`src/rtl/i2c_write_arbiter.sv`:
```
// Round-robin arbiter that shares one i2c_master register-write engine between NREQ clients,
// sequencing start/ready for one transaction and answering the winner with ack or err.
module i2c_write_arbiter #(
   parameter int NREQ    = 4,
   parameter int TIMEOUT = 255
) (
   input  logic              clk,
   input  logic              reset_n,
   input  logic [NREQ-1:0]   req,
   input  logic [8*NREQ-1:0] req_dev_id,
   input  logic [8*NREQ-1:0] req_reg_id,
   input  logic [8*NREQ-1:0] req_data,
   output logic [NREQ-1:0]   ack,
   output logic [NREQ-1:0]   err,
   output logic              busy,
   output logic [2:0]        grant_id,
   output logic              i2c_start,
   output logic [7:0]        i2c_dev_id,
   output logic [7:0]        i2c_reg_id,
   output logic [7:0]        i2c_data,
   input  logic              i2c_ready
);

   localparam int            CW   = $clog2(TIMEOUT + 1);
   localparam logic [CW-1:0] TMAX = CW'(TIMEOUT);

   typedef enum logic [1:0] {
      IDLE      = 2'd0,
      WAIT_BUSY = 2'd1,
      WAIT_DONE = 2'd2,
      DONE      = 2'd3
   } state_t;

   state_t          state, state_nxt;
   logic [CW-1:0]   cnt, cnt_nxt;
   logic [2:0]      ptr, ptr_nxt;
   logic [2:0]      grant_nxt;
   logic            start_nxt;
   logic            err_flag, err_flag_nxt;
   logic            load;
   logic            timed_out;
   logic            found;
   logic [2:0]      winner;
   logic [3:0]      slot;
   logic [7:0]      sel_dev, sel_reg, sel_data;
   logic [NREQ-1:0] gnt_oh;

   // Search upward from ptr with wrap; first asserted request wins.
   always_comb begin
      found  = 1'b0;
      winner = '0;
      slot   = '0;
      for (int off = 0; off < NREQ; off++) begin
         slot = {1'b0, ptr} + 4'(off);
         if (slot >= 4'(NREQ)) slot = slot - 4'(NREQ);
         for (int i = 0; i < NREQ; i++)
            if (!found && slot == 4'(i) && req[i]) begin
               found  = 1'b1;
               winner = 3'(i);
            end
      end
   end

   always_comb begin
      sel_dev  = '0;
      sel_reg  = '0;
      sel_data = '0;
      for (int i = 0; i < NREQ; i++)
         if (winner == 3'(i)) begin
            sel_dev  = req_dev_id[8*i +: 8];
            sel_reg  = req_reg_id[8*i +: 8];
            sel_data = req_data[8*i +: 8];
         end
   end

   assign gnt_oh = {{(NREQ-1){1'b0}}, 1'b1} << grant_id;
   assign busy   = (state != IDLE);

   always_comb begin
      state_nxt    = state;
      cnt_nxt      = cnt;
      ptr_nxt      = ptr;
      grant_nxt    = grant_id;
      start_nxt    = i2c_start;
      err_flag_nxt = err_flag;
      load         = 1'b0;
      timed_out    = (cnt == TMAX);
      case (state)
         IDLE: begin
            if (i2c_ready && found) begin
               load         = 1'b1;
               grant_nxt    = winner;
               start_nxt    = 1'b1;
               cnt_nxt      = '0;
               err_flag_nxt = 1'b0;
               state_nxt    = WAIT_BUSY;
            end
         end
         WAIT_BUSY: begin
            if (!i2c_ready) begin
               start_nxt = 1'b0;
               cnt_nxt   = '0;
               state_nxt = WAIT_DONE;
            end else if (timed_out) begin
               start_nxt    = 1'b0;
               err_flag_nxt = 1'b1;
               state_nxt    = DONE;
            end else begin
               cnt_nxt = cnt + 1'b1;
            end
         end
         WAIT_DONE: begin
            if (i2c_ready) begin
               err_flag_nxt = 1'b0;
               state_nxt    = DONE;
            end else if (timed_out) begin
               err_flag_nxt = 1'b1;
               state_nxt    = DONE;
            end else begin
               cnt_nxt = cnt + 1'b1;
            end
         end
         DONE: begin
            // No arbitration here: gives the requester a cycle to drop req.
            ptr_nxt   = (grant_id == 3'(NREQ - 1)) ? 3'd0 : grant_id + 3'd1;
            state_nxt = IDLE;
         end
         default: state_nxt = IDLE;
      endcase
   end

   always_ff @(posedge clk or negedge reset_n) begin
      if (!reset_n) begin
         state      <= IDLE;
         cnt        <= '0;
         ptr        <= '0;
         grant_id   <= '0;
         i2c_start  <= 1'b0;
         i2c_dev_id <= '0;
         i2c_reg_id <= '0;
         i2c_data   <= '0;
         err_flag   <= 1'b0;
         ack        <= '0;
         err        <= '0;
      end else begin
         state     <= state_nxt;
         cnt       <= cnt_nxt;
         ptr       <= ptr_nxt;
         grant_id  <= grant_nxt;
         i2c_start <= start_nxt;
         err_flag  <= err_flag_nxt;
         if (load) begin
            i2c_dev_id <= sel_dev;
            i2c_reg_id <= sel_reg;
            i2c_data   <= sel_data;
         end
         ack <= '0;
         err <= '0;
         if (state != DONE && state_nxt == DONE) begin
            if (err_flag_nxt) err <= gnt_oh;
            else              ack <= gnt_oh;
         end
      end
   end

endmodule

```
`config.mk`:
```
export PLATFORM = sky130hd
export DESIGN_NAME = i2c_write_arbiter
export DESIGN_NICKNAME = d
export VERILOG_FILES = /design/src/rtl/i2c_write_arbiter.sv
export SDC_FILE = /design/constraint.sdc
export NUM_CORES = 1
export LEC_CHECK = 0
export ABC_AREA = 1
export CORE_MARGIN = 2
export CORE_UTILIZATION = 25
export DETAILED_ROUTE_END_ITERATION = 10
export GPL_TIMING_DRIVEN = 1
export SYNTH_ARGS = -nofsm -noshare
export SYNTH_HDL_FRONTEND = slang
export SYNTH_SLANG_ARGS = --single-unit
```
`constraint.sdc`:
```
create_clock -name clk -period 2.6 [get_ports clk]
set_clock_uncertainty 0.15 [all_clocks]
set_input_delay 0.65 -clock clk [delete_from_list [all_inputs] [get_ports clk]]
set_output_delay 0.65 -clock clk [all_outputs]
set_load 0.005 [all_outputs]
```
==> impl_metrics.json <==
{
  "worstSetupPathType": "input pin to flip-flop",
  "drc": 0,
  "area_of_the_core_um2": 13900,
  "timing.critical_path.from_type": "input pin",
  "vdd.ir_drop.worst_mv": 0.918,
  "final.min_clock_period_ns": 2.57,
  "critical-path-slowest-cell": "sky130_fd_sc_hd__clkdlybuf4s15_1",
  "arrival_ns": 2.61,
  "relSlewSlack_pct": 48.4,
  "antenna_found_initial": 0,
  "grt_first_pass_wirelength_um": 20900,
  "layout.cells.most_common": "sky130_fd_sc_hd__clkdlybuf4s50_1",
  "use_met1_pct": 22.6,
  "global_route.usage.met2_pct": 29.7,
  "totalWireLength_um": 14600,
  "fin_nets": 830,
  "cts_buffer_depth": 2,
  "path_clk_slew_ns": 0.07,
  "seq_area_um2": 1200,
  "setup_viol": 0,
  "groute.layer.met3.usage_pct": 4.52,
  "netlist_instances": 519,
  "final-hold-violation-count": 0,
  "fmax_mhz": 389,
  "distinct_cell_type_count_of_the_synthesized_netlist": 35,
  "insertion_delay_ns": 0.29,
  "leakage_uw": 0.00296,
  "n_fill_cell": 1344,
  "gp_congestion": 0.909,
  "clockRootBuffer": "sky130_fd_sc_hd__clkbuf_16",
  "min_path_type": "input pin to async pin",
  "ys_seq_elements": 48,
  "post-dp-hpwl_um": 9560,
  "viasPerCell": 4.95,
  "critical_path.endpoint_type": "flip-flop",
  "syn-num-nets": 634,
  "max_stage_delay_ns": 0.19,
  "worstPathRequired_ns": 2.64,
  "syn-cell-area_um2": 3560,
  "drtIter0Drc": 330,
  "routed_wire_length_per_instance_um": 16.3,
  "rows": 43,
  "diodes": 0,
  "timing_max_transition_violations_final": 0,
  "power.total_uw": 8380,
  "floorplan.io_pins": 140,
  "worst_slew_pin_slew_ns": 0.763,
  "cts_inserted_buffers": 5,
  "number_of_global_route_vias_before_repair": 4147,
  "drt_first_pass_iters": 6,
  "die_width_um": 123,
  "antenna_violating_nets_post_route": 0,
  "syn_avg_cell_area_um2": 6.85,
  "status": "finished, final reports clean",
  "yosys_warnings": 0,
  "synthToLayoutAreaGrowth_pct": 80.7,
  "drv.max_cap_violation_count": 0,
  "ctsHoldBuffers": 0,
  "synth_seq_area_share_pct": 33.8,
  "chipHeight_um": 123,
  "unrepaired_setup_endpoints_after_global_routing": "true",
  "grt_remaining_overflow": 0,
  "layout-drive-gt1-share_pct": 23.7,
  "crit_fanout": 6,
  "tritoncts": "built",
  "io_buffers": 138,
  "finalCritPeriodShare_pct": 98.8,
  "area_of_the_multi_input_gates_um2": 2360,
  "placement.cell_area_um2": 5400,
  "route.vias.total": 4436,
  "mostFrequentLayoutCells": "sky130_fd_sc_hd__clkdlybuf4s50_1 (133), sky130_fd_sc_hd__nand2_1 (108), sky130_fd_sc_hd__inv_1 (58), sky130_fd_sc_hd__nand4_1 (57), sky130_fd_sc_hd__dfrtp_1 (48)",
  "global_routing_s_busiest_layer": "met2",
  "grt_start_max_net_pins": 49,
  "start_util_pct": 25.6,
  "finish.instance_area_um2": 6420,
  "ctsHtreeMaxLevel": 2,
  "power_density_nw_per_um2": 1300,
  "globalRouteTotalUtil_pct": 17.5,
  "clock_sink_count": 48,
  "worstPathCellList": "clkdlybuf4s15_1 > nand3_2 > nand4_1 > nor2_2 > nand4_1 > nor2_2 > nand4_1 > nor2_2 > buf_4 > o211ai_4 > nand2_4 > buf_12 > nand2_4 > o21ai_1 > inv_1 > nand2_1 > nand2_1",
  "die_footprint_um2": 15200
}
metal layers:
metal,wire [µm],up-vias,part of all wire [%]
li1,-,2139,-
met2,7180,166,49
met4,135,0,0.92
met1,6180,2116,42
met3,1130,15,7.7
met5,0,-,0
kinds of logic after synthesis:
group,Yosys count,share of synthesized area (%)
AO/OA/AOI/OAI,82,12.6
other,2,0.211
AND/OR/NAND/NOR,276,36.7
flip-flops,48,33.8
adder cells (fa/ha/maj),12,4.22
XOR/XNOR,4,0.985
buffers and inverters,95,11.5
cell type report:
| cell class | count | area share, % |
|---|---|---|
| clock buffers | 6 | 2.01 |
| repair buffers | 215 | 34.5 |
| multi-input cells | 380 | 36.7 |
| inverters | 65 | 4.05 |
| clock inverters | 2 | 0.545 |
| flip-flops and latches | 48 | 18.7 |
| well taps | 180 | 3.51 |
synth_stat cells, drive strengths merged:
cell type	n	area [µm²]
a21oi	7	35.0
nand4	57	357
nand2	127	509
nor3	5	25.0
o311ai	1	8.76
inv	63	239
o221ai	1	8.76
clkinv	2	8.75
conb	2	7.51
o2111ai	1	8.76
buf	17	111
or2	1	6.26
dfrtp	48	1200
ha	12	150
nor2	39	159
o21ai	65	325
a211oi	4	30.0
nor4	1	6.26
nand3	45	235
o41ai	1	8.76
nand3b	1	7.51
clkbuf	13	48.8
o211ai	1	12.5
a21boi	1	11.3
xor2	4	35.0
where the power goes:
group	total, µW	switching, µW	internal, µW
clock network	739	286	453
registers	1200	203	1000
logic	6440	3490	2940
flip-flops by register name, indices dropped and copies added, names as in the netlist:
register / count
grant_id: 2
ptr: 2
i2c_data: 8
cnt: 8
err: 4
i2c_dev_id: 8
i2c_reg_id: 8
err_flag: 1
ack: 4
i2c_start: 1
state: 2
timing repair:
item,4_1_cts,5_1_grt
gates resized for setup,46,99
pin swaps,18,41
setup endpoints to repair,44,39
gates cloned,5,7
setup buffers,8,16
endpoints found under the hold margin,0,0
critical path: cells and delay by family:
family,cells,cell delay [ns]
AO/OA/AOI/OAI,2,0.23
buffers and inverters,4,0.52
AND/OR/NAND/NOR,11,1.19
stage by stage:
step	worst slack (ns)	hold slack (ns)	setup TNS [ns]	utilization [%]	instances
floorplan	0.212	0.204	0	-	519
global placement	-0.837	0.312	-28.37	38.9	853
detailed placement	-0.953	0.315	-32.63	38.9	853
CTS	0.00154	0.333	0	42.1	874
global route	-0.186	0.366	-4.36	46.3	896
finish	0.0312	0.309	0	46.3	896
path summary, 6_finish.rpt:
path	from	to	slack, ns	depth (start not counted)
hold / removal	reset_n	cnt[5]$_DFFE_PN0P_	0.31	2
setup reg to reg	ptr[0]$_DFFE_PN0N_	i2c_reg_id[1]$_DFFE_PN0P_	0.03	17
setup / recovery	req[3]	i2c_reg_id[1]$_DFFE_PN0P_	0.03	17
max in group asynchronous	reset_n	i2c_dev_id[2]$_DFFE_PN0P_	1.56	2
hold reg to reg	i2c_data[0]$_DFFE_PN0P_	i2c_data[0]$_DFFE_PN0P_	0.34	2
min in group clk	i2c_data[0]$_DFFE_PN0P_	i2c_data[0]$_DFFE_PN0P_	0.34	2
Power figures use the tool's default switching activity.
